$ cat config.mk
export PLATFORM = sky130hd
export DESIGN_NAME = jk_bank_driver_flat
export DESIGN_NICKNAME = d
export VERILOG_FILES = /design/src/rtl/jk_bank_pkg.sv /design/src/rtl/jk_bank_driver_if.sv /design/src/rtl/jk_excite.sv /design/src/rtl/jk_bank_driver.sv /design/src/flat_wrapper.sv
export SDC_FILE = /design/constraint.sdc
export NUM_CORES = 1
export LEC_CHECK = 0
export CAP_MARGIN = 20
export CORE_MARGIN = 2
export CORE_UTILIZATION = 45
export CTS_CLUSTER_DIAMETER = 200
export CTS_CLUSTER_SIZE = 40
export DETAILED_ROUTE_END_ITERATION = 12
export DONT_BUFFER_PORTS = 1
export PLACE_DENSITY = 0.68
export SETUP_SLACK_MARGIN = 0.3
export SYNTH_ARGS = -nofsm -noshare
export SYNTH_HDL_FRONTEND = slang
export SYNTH_HIERARCHICAL = 1
export SYNTH_SLANG_ARGS = --single-unit
$ cat constraint.sdc
create_clock -name clk -period 2.07 [get_ports clk]
set_input_delay 0.3105 -clock clk [delete_from_list [all_inputs] [get_ports clk]]
set_output_delay 0.3105 -clock clk [all_outputs]
set_load 0.05 [all_outputs]
$ cat src/rtl/jk_bank_pkg.sv
// Shared types and constants for the JK bank driver: FSM states, per-bit {j,k}
// excitation codes and the excitation rule used by jk_excite.
package jk_bank_pkg;

    localparam int DEF_WIDTH = 4;
    localparam int DEF_CNT_W = 8;

    typedef enum logic [1:0] {
        IDLE  = 2'd0,
        APPLY = 2'd1,
        CHECK = 2'd2
    } state_t;

    // Per-bit {j,k} codes.
    localparam logic [1:0] JK_HOLD = 2'b00;
    localparam logic [1:0] JK_SET  = 2'b10;
    localparam logic [1:0] JK_CLR  = 2'b01;
    localparam logic [1:0] JK_TGL  = 2'b11;

    // Single-bit excitation; don't-care entries resolve to 0 unless toggling is enabled.
    function automatic logic [1:0] excite_bit(input logic q, input logic t, input logic tgl_en);
        if (q == t)
            return JK_HOLD;
        else if (tgl_en)
            return JK_TGL;
        else if (t)
            return JK_SET;
        else
            return JK_CLR;
    endfunction

endpackage

$ cat src/rtl/jk_bank_driver_if.sv
// Target-word valid/ready handshake into the JK bank driver.
interface jk_bank_driver_if
    import jk_bank_pkg::*;
#(
    parameter int WIDTH = DEF_WIDTH
);
    logic             tgt_valid;
    logic             tgt_ready;
    logic [WIDTH-1:0] tgt_data;

    modport master (output tgt_valid, output tgt_data, input  tgt_ready);
    modport slave  (input  tgt_valid, input  tgt_data, output tgt_ready);
endinterface

$ cat src/rtl/jk_excite.sv
// Combinational WIDTH-wide JK excitation from present q to target.
// Define JK_BANK_DRV_TOGGLE_EN to drive changing bits with J=K=1 instead of set/clear.
module jk_excite
    import jk_bank_pkg::*;
#(
    parameter int WIDTH = DEF_WIDTH
) (
    input  logic [WIDTH-1:0] q,
    input  logic [WIDTH-1:0] tgt,
    output logic [WIDTH-1:0] j,
    output logic [WIDTH-1:0] k
);

`ifdef JK_BANK_DRV_TOGGLE_EN
    localparam logic TGL_EN = 1'b1;
`else
    localparam logic TGL_EN = 1'b0;
`endif

    always_comb begin
        // NOTE: every combinational output gets a default first so no path infers a latch.
        j = '0;
        k = '0;
        for (int i = 0; i < WIDTH; i++) begin
            {j[i], k[i]} = excite_bit(q[i], tgt[i], TGL_EN);
        end
    end

endmodule

$ cat src/rtl/jk_bank_driver.sv
// Write-side driver for a JK flip-flop bank: applies a target, reads q back, retries, reports.
// Optional macro JK_BANK_DRV_TOGGLE_EN (in jk_excite) selects toggle-style excitation.
module jk_bank_driver
    import jk_bank_pkg::*;
#(
    parameter int WIDTH     = DEF_WIDTH,
    parameter int MAX_RETRY = 2,
    parameter int CNT_W     = DEF_CNT_W
) (
    input  logic               clk,
    input  logic               rst,
    jk_bank_driver_if.slave    tgt,
    input  logic [WIDTH-1:0]   q_fb,
    output logic [WIDTH-1:0]   j,
    output logic [WIDTH-1:0]   k,
    output logic               done,
    output logic               err,
    output logic               err_sticky,
    output logic [CNT_W-1:0]   done_cnt,
    output logic [CNT_W-1:0]   err_cnt
);

    localparam int RW = (MAX_RETRY < 1) ? 1 : $clog2(MAX_RETRY + 1);
    localparam logic [RW-1:0] RETRY_LIM = RW'(MAX_RETRY);

    state_t           state, state_nxt;
    logic [WIDTH-1:0] tgt_q, tgt_nxt;
    logic [RW-1:0]    retry, retry_nxt;
    logic [WIDTH-1:0] exc_tgt, exc_j, exc_k;
    logic [WIDTH-1:0] j_nxt, k_nxt;
    logic             done_nxt, err_nxt;
    logic             match;

    // In IDLE the excitation targets the offered word; during retries, the latched one.
    assign exc_tgt = (state == IDLE) ? tgt.tgt_data : tgt_q;
    assign match   = (q_fb == tgt_q);

    assign tgt.tgt_ready = (state == IDLE);

    jk_excite #(.WIDTH(WIDTH)) u_excite (
        .q   (q_fb),
        .tgt (exc_tgt),
        .j   (exc_j),
        .k   (exc_k)
    );

    always_ff @(posedge clk or posedge rst) begin
        if (rst)
            state <= IDLE;
        else
            state <= state_nxt;
    end

    always_comb begin
        state_nxt = state;
        case (state)
            IDLE:    if (tgt.tgt_valid) state_nxt = APPLY;
            APPLY:   state_nxt = CHECK;
            CHECK: begin
                if (match)
                    state_nxt = IDLE;
                else if (retry < RETRY_LIM)
                    state_nxt = APPLY;
                else
                    state_nxt = IDLE;
            end
            default: state_nxt = IDLE;
        endcase
    end

    always_comb begin
        j_nxt     = '0;
        k_nxt     = '0;
        done_nxt  = 1'b0;
        err_nxt   = 1'b0;
        tgt_nxt   = tgt_q;
        retry_nxt = retry;
        case (state)
            IDLE: begin
                if (tgt.tgt_valid) begin
                    tgt_nxt   = tgt.tgt_data;
                    j_nxt     = exc_j;
                    k_nxt     = exc_k;
                    retry_nxt = '0;
                end
            end
            CHECK: begin
                if (match) begin
                    done_nxt = 1'b1;
                end else if (retry < RETRY_LIM) begin
                    retry_nxt = retry + RW'(1);
                    j_nxt     = exc_j;
                    k_nxt     = exc_k;
                end else begin
                    err_nxt = 1'b1;
                end
            end
            default: ;
        endcase
    end

    // Registered outputs and datapath; counters stop at all-ones.
    always_ff @(posedge clk or posedge rst) begin
        if (rst) begin
            j          <= '0;
            k          <= '0;
            done       <= 1'b0;
            err        <= 1'b0;
            err_sticky <= 1'b0;
            done_cnt   <= '0;
            err_cnt    <= '0;
            tgt_q      <= '0;
            retry      <= '0;
        end else begin
            // NOTE: sequential state uses non-blocking assignments so every register samples pre-edge values.
            j          <= j_nxt;
            k          <= k_nxt;
            done       <= done_nxt;
            err        <= err_nxt;
            err_sticky <= err_sticky | err_nxt;
            tgt_q      <= tgt_nxt;
            retry      <= retry_nxt;
            if (done_nxt && (done_cnt != '1))
                done_cnt <= done_cnt + CNT_W'(1);
            if (err_nxt && (err_cnt != '1))
                err_cnt <= err_cnt + CNT_W'(1);
        end
    end

endmodule

$ cat src/flat_wrapper.sv
// flat-port wrapper written by rule: the top's interface ports become plain ports
module jk_bank_driver_flat import jk_bank_pkg::*;
#(
    parameter int WIDTH     = DEF_WIDTH,
    parameter int MAX_RETRY = 2,
    parameter int CNT_W     = DEF_CNT_W
)
  (clk, rst, q_fb, j, k, done, err, err_sticky, done_cnt, err_cnt, tgt_tgt_valid, tgt_tgt_data, tgt_tgt_ready);
  jk_bank_driver_if #(.WIDTH(WIDTH)) tgt_i ();
  input  logic clk;
  input  logic rst;
  input  logic [WIDTH-1:0] q_fb;
  output logic [WIDTH-1:0] j;
  output logic [WIDTH-1:0] k;
  output logic done;
  output logic err;
  output logic err_sticky;
  output logic [CNT_W-1:0] done_cnt;
  output logic [CNT_W-1:0] err_cnt;
  input wire logic [$bits(tgt_i.tgt_valid)-1:0] tgt_tgt_valid;
  input wire logic [$bits(tgt_i.tgt_data)-1:0] tgt_tgt_data;
  output wire logic [$bits(tgt_i.tgt_ready)-1:0] tgt_tgt_ready;
  assign tgt_i.tgt_valid = tgt_tgt_valid;
  assign tgt_i.tgt_data = tgt_tgt_data;
  assign tgt_tgt_ready = tgt_i.tgt_ready;
  jk_bank_driver #(.WIDTH(WIDTH), .MAX_RETRY(MAX_RETRY), .CNT_W(CNT_W)) u_core (.clk(clk), .rst(rst), .tgt(tgt_i), .q_fb(q_fb), .j(j), .k(k), .done(done), .err(err), .err_sticky(err_sticky), .done_cnt(done_cnt), .err_cnt(err_cnt));
endmodule
==> results of run 1 <==
[cells by family (layout without fill, tap and decap cells)]
family | count (synthesis) | in the layout | share of synthesized area (%)
AO/OA/AOI/OAI | 5 | 5 | 3.209
buffers and inverters | 6 | 37 | 1.604
flip-flops | 35 | 35 | 51.06
adder cells (fa/ha/maj) | 2 | 2 | 1.459
XOR/XNOR | 16 | 16 | 9.920
AND/OR/NAND/NOR | 65 | 65 | 24.65
multiplexers | 12 | 12 | 8.096
[layer usage]
metal | routed length, um | track usage, %
met5 | 0 | 0
met1 | 1478 | 22.85
met2 | 1791 | 29.80
met3 | 210 | 7.192
met4 | 69 | 7.031
[worst reg2reg max path, cell delays in order (launching register included)]
cell	delay [ns]
dfrtp_2	0.57
and4_4	0.30
nand4_1	0.26
nand2_2	0.20
mux2_4	0.31
[flip-flops by register name, summed over array words and instances, names as in the netlist]
name,count
u_core/done,1
u_core/done_cnt,8
u_core/err,1
u_core/err_cnt,8
u_core/err_sticky,1
u_core/j,4
u_core/k,4
u_core/retry,2
u_core/state,2
u_core/tgt_q,4
[worst paths after layout]
check	start	endpoint	slack (ns)
hold / removal	rst	u_core/err_cnt[7]	0.06
setup reg to reg	u_core/err_cnt[3]	u_core/err_cnt[1]	0.33
hold reg to reg	u_core/retry[1]	u_core/retry[1]	0.52
setup / recovery	u_core/err_cnt[3]	u_core/err_cnt[1]	0.33
min in group clk	tgt_tgt_data[3]	u_core/tgt_q[3]	0.15
max in group asynchronous	rst	u_core/done_cnt[1]	1.37
[where the power goes]
part | switching, mW | total, mW | leakage, nW | internal (mW)
registers | 0.354 | 1.20 | 0.450 | 0.850
clock network | 0.241 | 0.477 | 0.0422 | 0.236
logic | 0.596 | 1.05 | 0.438 | 0.453
[stage by stage]
| stage | util [%] | power (mW) | setup WS [ns] | hold slack, ns |
|---|---|---|---|---|
| after detailed placement | 52.22 | 2.180 | 0.2412 | 0.3957 |
| after global routing | 56.60 | 2.884 | 0.2374 | 0.1365 |
| after global placement | 52.22 | 2.133 | 0.2970 | 0.3917 |
| after floorplan | - | 1.943 | 0.3082 | 0.4422 |
| final | 56.60 | 2.730 | 0.3251 | 0.06220 |
| after CTS | 54.89 | 2.677 | 0.2747 | 0.08558 |
[layout make-up]
class | count | area (um^2)
Fill cell | 310 | 1589
Multi-Input combinational cell | 100 | 842.1
Sequential cell | 35 | 882.1
Clock inverter | 1 | 5.005
Timing Repair Buffer | 26 | 195.2
Clock buffer | 7 | 76.32
Inverter | 3 | 11.26
Tap cell | 48 | 60.06
[placed cells by master, fill, tap and decap left out, drive strengths merged, types with 6 or more instances in the layout]
cell     n
mux2    12
dfrtp   35
nand4    8
nor3b    8
nand2    7
and2b    8
xnor2   12
clkbuf   7
nand3    7
nor2     6
buf     26
[repair_timing]
action,CTS,global route
setup buffers,0,7
hold buffers,0,0
pin swaps,0,5
endpoints found under the setup margin,2,9
gates resized for setup,2,3
==> summary.md, run 1 <==
| Metric | Value |
|---|---|
| Most instantiated library cell after synthesis | `dfrtp_1` |
| Cell count after synthesis | `141` |
| # placed instances | `205` |
| Average via count per standard cell | `5.409` |
| Run status | `finished, final reports clean` |
| Die outline height | `65.74 um` |
| Most instantiated cells after synthesis | `35 x dfrtp_1, 11 x mux2_1` |
| Seq cells post-synth | `35` |
| Static leakage | `0.9305 nW` |
| Post-layout min period | `1.745 ns` |
| Setup Total Neg Slack | `0 ns` |
| Cell accounting for the most synthesized area | `dfrtp_1` |
| Combined buffer and inverter count along the critical path | `0` |
| Finished Layout Cells | `220` |
| Number of placement rows | `22` |
| Type of element launching the critical path | `flip-flop` |
| Critical path peak fanout | `7` |
| Number of H-tree levels | `2` |
| Count of buffers from port buffering | `0` |
| Mean instance size in the synthesized netlist | `12.17 um^2` |
| Clock slew at the register clock pins of the worst setup and hold paths | `0.07 ns` |
| Number of routed nets with antenna violations | `0` |
| TritonCTS clock tree | `yes` |
| GPL Wtd Cong | `0.7650` |
| Skew-Pair Late Insertion Delay | `0.29 ns` |
| Count of endpoints failing setup in the final report | `0` |
| Netlist cell types | `35` |
| Cell types occupying the most area after synthesis | `dfrtp_1 51%, mux2_1 7.2%, and2b_2 4.1%, xnor2_1 4.1%, xnor2_2 3.8%` |
| Wire per inst | `16.13 um` |
| Worst r2r path cells | `4` |
| Endpoint arrival time on the critical path | `1.92 ns` |
| DIE WIDTH | `65.74 um` |
| Total non-filler cell area in the finished layout | `2072 um^2` |
| Crit path required time | `2.25 ns` |
| Sum of overflow across all layers after global routing | `0` |
| Post-route clock period utilization | `84.30%` |
| Placeable core region | `3661 um^2` |
| Fmax | `0.5731 GHz` |
| Maximum number of pins on one net before global-route repair | `22` |
| Final hold vios | `0` |
| EDFF count, synth | `0` |
| Starting density of the core | `46.86%` |
| Worst Setup Path Type | `reg2reg` |
| Worst-Margin Slew | `0.8096 ns` |
| Placed Area | `1912 um^2` |
| Sequential fraction of the synthesis area | `51.06%` |
| Critical path capture point type | `flip-flop` |
| Boundary pin count | `39` |
| Relative area change from synthesis to final layout | `20.79%` |
| Cell Pwr Density | `1318 nW/um^2` |
| DRC violations left | `0` |
| Clock buffers created by TritonCTS | `5` |
| Instance count on the critical path | `4` |
| Total routing resource utilization after global routing | `18.69%` |
| Relative slew slack | `45.96%` |
| Post-synthesis net count | `154` |
| Final nets | `184` |
| Max Slew Vio Count | `0` |
| Half-perimeter wire length after detailed placement | `2.510 mm` |
| Cell type of the slowest stage on the worst timing path | `dfrtp_2` |
| Routed vias | `1190` |
| Via count of the first global-routing pass | `1200` |
| Antenna violations before repair | `0` |
| Buffer depth of the longest clock path | `2` |
| Post-synthesis cell area | `1715 um^2` |
| Count of clock tree sinks | `35` |
| Fraction of registers with async set or reset after synthesis | `100.0%` |
| Worst voltage drop across the vdd grid | `0.0009466 V` |
| Cell-by-cell trace of the critical path | `and4_4, nand4_1, nand2_2, mux2_4` |
| Worst setup skew after layout | `0.007536 ns` |
| Fraction of final layout cells with drive strength greater than 1 | `34.88%` |
| Final routed wirelength across all metal layers | `3.549 mm` |
| Final antenna diode count | `0` |
| Warnings from Yosys | `6` |
| First-pass GRT wire length | `5.954 mm` |
| Yosys top cell area share | `51.06%` |
| Biggest cell delay along the critical path | `0.57 ns` |
| Count of TritonRoute iterations in the first routing pass | `4` |
| Flip-flop cell with the highest count after synthesis | `dfrtp_1` |
| RSZ-0062 raised after global routing | `yes` |
| Maxcap violations | `0` |
| Path category of the worst min-delay check | `in2async` |
| CTS root buf | `clkbuf_8` |
| Die footprint | `4322 um^2` |
| Cell type group with the largest total delay on the critical path | `simple AND/OR/NAND/NOR gates` |
| Initial DRC count | `53` |
Power figures use the tool's default switching activity.
==> inputs of run 2 (changes only) <==
ABC_AREA = 1   (was not set)
PLACE_DENSITY = 0.7   (was 0.68)
clock period = 1.6 ns   (was 2.07 ns; I/O delays follow)
==> run 2 against run 1 <==
  * Clock power is 26% higher
  * Count of clock-buffer cells in the layout unchanged
  * Synthesized area is 8.5% higher
  * Final area rose by 20%
  * Routed wire length rose by 19%
  * Clock skew decreased by 0.0011 ns
  * Largest cell class is now multi-input combinational cells
==> summary.md, run 2 <==
| Metric | Value |
|---|---|
| Final nets | `286 (+55%)` |
| Clock slew at the register clock pins of the worst setup and hold paths | `0.07 ns (about the same)` |
| Cell type of the slowest stage on the worst timing path | `dfrtp_1` |
| Flop-to-flop setup slack | `0.27 ns (-0.06 ns)` |
| Final hold vios | `0 (unchanged)` |
| Path category of the worst min-delay check | `in2reg` |
| Min-Delay Startpoint | `tgt_tgt_data[3]` |
| Reg2reg start | `u_core/state[1]` |
| Final routed wirelength across all metal layers | `4.218 mm (+19%)` |
| Flip-flop cell with the highest count after synthesis | `dfrtp_1` |
| Sum of overflow across all layers after global routing | `0 (unchanged)` |
| Count of TritonRoute iterations in the first routing pass | `4 (unchanged)` |
| Max Slew Vio Count | `0 (unchanged)` |
| Run status | `finished, final reports clean` |
| Hold slack | `0.1046 ns (+0.04236 ns)` |
| Count of clock tree sinks | `35 (unchanged)` |
| Final antenna diode count | `0 (unchanged)` |
| Most used cells in the layout excluding fill and tap cells | `62 x nand2_1, 28 x inv_1, 27 x buf_4` |
| Leading cell type in the layout, fill and taps excluded | `nand2_1` |
| DIE WIDTH | `68.30 um (+3.9%)` |
| Mean instance size in the synthesized netlist | `7.951 um^2 (-35%)` |
| Worst r2r path cells | `6 (+2)` |
| Number of routed nets with antenna violations | `0 (unchanged)` |
| Starting density of the core | `46.51% (-0.34 points)` |
| Post-synthesis cell area | `1861 um^2 (+8.5%)` |
| Warnings from Yosys | `6 (unchanged)` |
| Antenna violations before repair | `0 (unchanged)` |
| Fraction of registers with async set or reset after synthesis | `100.0% (unchanged)` |
| RSZ-0062 raised after global routing | `yes` |
| Via count of the first global-routing pass | `1442 (+20%)` |
| Crit path required time | `1.36 ns (-0.89 ns)` |
| Count of endpoints failing setup in the final report | `0 (unchanged)` |
| Boundary pin count | `39 (unchanged)` |
| Critical path capture point type | `output port` |
| Layer with the highest usage | `met2` |
| Maxcap violations | `0 (unchanged)` |
| Post-route clock period utilization | `83.46%` |
| CP endpoint | `tgt_tgt_ready` |
| Relative area change from synthesis to final layout | `33.49%` |
| Maximum number of pins on one net before global-route repair | `36 (+64%)` |
| Initial DRC count | `92 (+74%)` |
| Cell count after synthesis | `234 (+66%)` |
| CTS root buf | `clkbuf_8` |
| Most instantiated cells after synthesis | `74 x nand2_1, 35 x dfrtp_1, 29 x inv_1` |
| Total routing resource utilization after global routing | `19.59% (+0.91 points)` |
| Worst Setup Path Type | `reg2out` |
| Worst-Margin Slew | `0.4653 ns (-0.3444 ns)` |
| Cell-by-cell trace of the critical path | `nor2_4, buf_6` |
| Relative slew slack | `68.98% (+23 points)` |
| Worst voltage drop across the vdd grid | `0.0008142 V (-14%)` |
| Number of placement rows | `23 (+4.5%)` |
| Filler cell count in the final layout | `349 (+13%)` |
| Cell accounting for the most synthesized area | `dfrtp_1` |
| Finished Layout Cells | `324 (+47%)` |
| # placed instances | `300 (+46%)` |
| Endpoint arrival time on the critical path | `1.10 ns (-0.82 ns)` |
| Average via count per standard cell | `5.034 (-6.9%)` |
| Setup Total Neg Slack | `0 ns (unchanged)` |
| Critical path peak fanout | `5 (-2)` |
| Most instantiated library cell after synthesis | `nand2_1` |
| Netlist cell types | `25 (-29%)` |
| Number of H-tree levels | `2 (unchanged)` |
| GPL Wtd Cong | `0.7750 (+1.3%)` |
| Fmax | `0.7489 GHz` |
| Biggest cell delay along the critical path | `0.43 ns (-0.14 ns)` |
| Fraction of final layout cells with drive strength greater than 1 | `35.04% (+0.15 points)` |
| First-pass GRT wire length | `6.541 mm (+9.9%)` |
| Cell Pwr Density | `1519 nW/um^2 (+15%)` |
| Seq cells post-synth | `35 (unchanged)` |
| Sequential fraction of the synthesis area | `47.07% (-4.0 points)` |
| Wire per inst | `13.02 um (-19%)` |
| Global-route met1 utilization | `23.97% (+1.1 points)` |
| Capture point of the worst reg-to-reg path | `u_core/err_sticky` |
| Yosys top cell area share | `47.07% (-4.0 points)` |
| Met3 track utilization from global routing | `6.086% (-1.1 points)` |
| Cell types occupying the most area after synthesis | `dfrtp_1 47%, nand2_1 15%, inv_1 5.9%, nor2_1 4.2%, nand3_1 3.5%` |
| Routed vias | `1631 (+37%)` |
| Post-layout min period | `1.335 ns` |
| Top Registers | `u_core/done_cnt (8), u_core/err_cnt (8)` |
| Clock buffers created by TritonCTS | `5 (unchanged)` |
| Static leakage | `1.294 nW (+39%)` |
| Skew-Pair Late Insertion Delay | `0.29 ns (about the same)` |
| EDFF count, synth | `0 (unchanged)` |
| Die footprint | `4665 um^2 (+7.9%)` |
| Critical path origin | `u_core/state[1]` |
| Worst setup skew after layout | `0.006407 ns (-0.001129 ns)` |
| Half-perimeter wire length after detailed placement | `2.587 mm (+3.1%)` |
| Count of buffers from port buffering | `0 (unchanged)` |
| TritonCTS clock tree | `yes` |
| Placeable core region | `4000 um^2 (+9.3%)` |
| Type of element launching the critical path | `flip-flop` |
| Post-synthesis net count | `247 (+60%)` |
| Buffer depth of the longest clock path | `2 (unchanged)` |
| DRC violations left | `0 (unchanged)` |
| Die outline height | `68.30 um (+3.9%)` |
| GR Util met2 | `31.80% (+2.0 points)` |
[run 2: worst max-delay path, delay by kind of cell (launching register included)]
kind | cells | cell delay, ns
flops | 1 | 0.43
buf+inv | 1 | 0.19
simple gates | 1 | 0.18
[run 2: metrics by stage]
stage / area (um^2) / total power, mW / util [%] / setup slack [ns]
floorplan: 1947 / 2.560 / - / 0.1730
global placement: 2122 / 2.766 / 53.05 / 0.2643
detailed placement: 2122 / 2.793 / 53.05 / 0.2481
CTS: 2372 / 3.641 / 59.31 / 0.2609
global route: 2484 / 4.017 / 62.09 / 0.1854
finish: 2484 / 3.774 / 62.09 / 0.2647
[run 2: report_power, final]
| group | internal [mW] | switching, mW |
|---|---|---|
| clock | 0.305 | 0.298 |
| sequential | 1.10 | 0.441 |
| combinational | 0.632 | 0.994 |
| total | 2.04 | 1.73 |
[run 2: kinds of logic after synthesis]
logic type | after synthesis | share of synthesized area (%)
compound gates | 21 | 6.725
xor+xnor | 7 | 3.295
fa+ha+maj | 2 | 1.345
buf+inv | 37 | 8.136
flops | 35 | 47.07
simple gates | 132 | 33.42
[run 2: area by class of cell]
class / instances / area (um^2) / area share (%)
clock buffers: 7 / 76.32 / 3.073
repair buffers: 34 / 305.3 / 12.29
multi-input cells: 164 / 1022 / 41.16
well taps: 50 / 62.56 / 2.519
inverters: 33 / 123.9 / 4.987
clock inverters: 1 / 5.005 / 0.2015
flip-flops and latches: 35 / 888.4 / 35.77
[run 2: timing repair]
action / 4_1_cts / 5_1_grt
pin swaps: 8 / 16
endpoints found under the hold margin: 35 / 0
gates resized for setup: 14 / 23
endpoints found under the setup margin: 27 / 33
cloned: 2 / 1
hold buffers: 1 / 0
buffers inserted: 7 / 5
[run 2: how the worst min path moves through the flow]
stage / endpoint / depth (start not counted)
5_1_grt: u_core/tgt_q[2] / 2
4_1_cts: u_core/tgt_q[3] / 2
3_3_place_gp: u_core/err_cnt[7] / 2
6_report: u_core/tgt_q[3] / 2
2_1_floorplan: u_core/done / 1
3_5_place_dp: u_core/err_cnt[7] / 2
[run 2: routing by layer]
metal | routed length, um | up-vias
met5 | 0 | -
met4 | 100 | 0
met3 | 222 | 11
met2 | 2148 | 43
met1 | 1746 | 761
li1 | - | 816
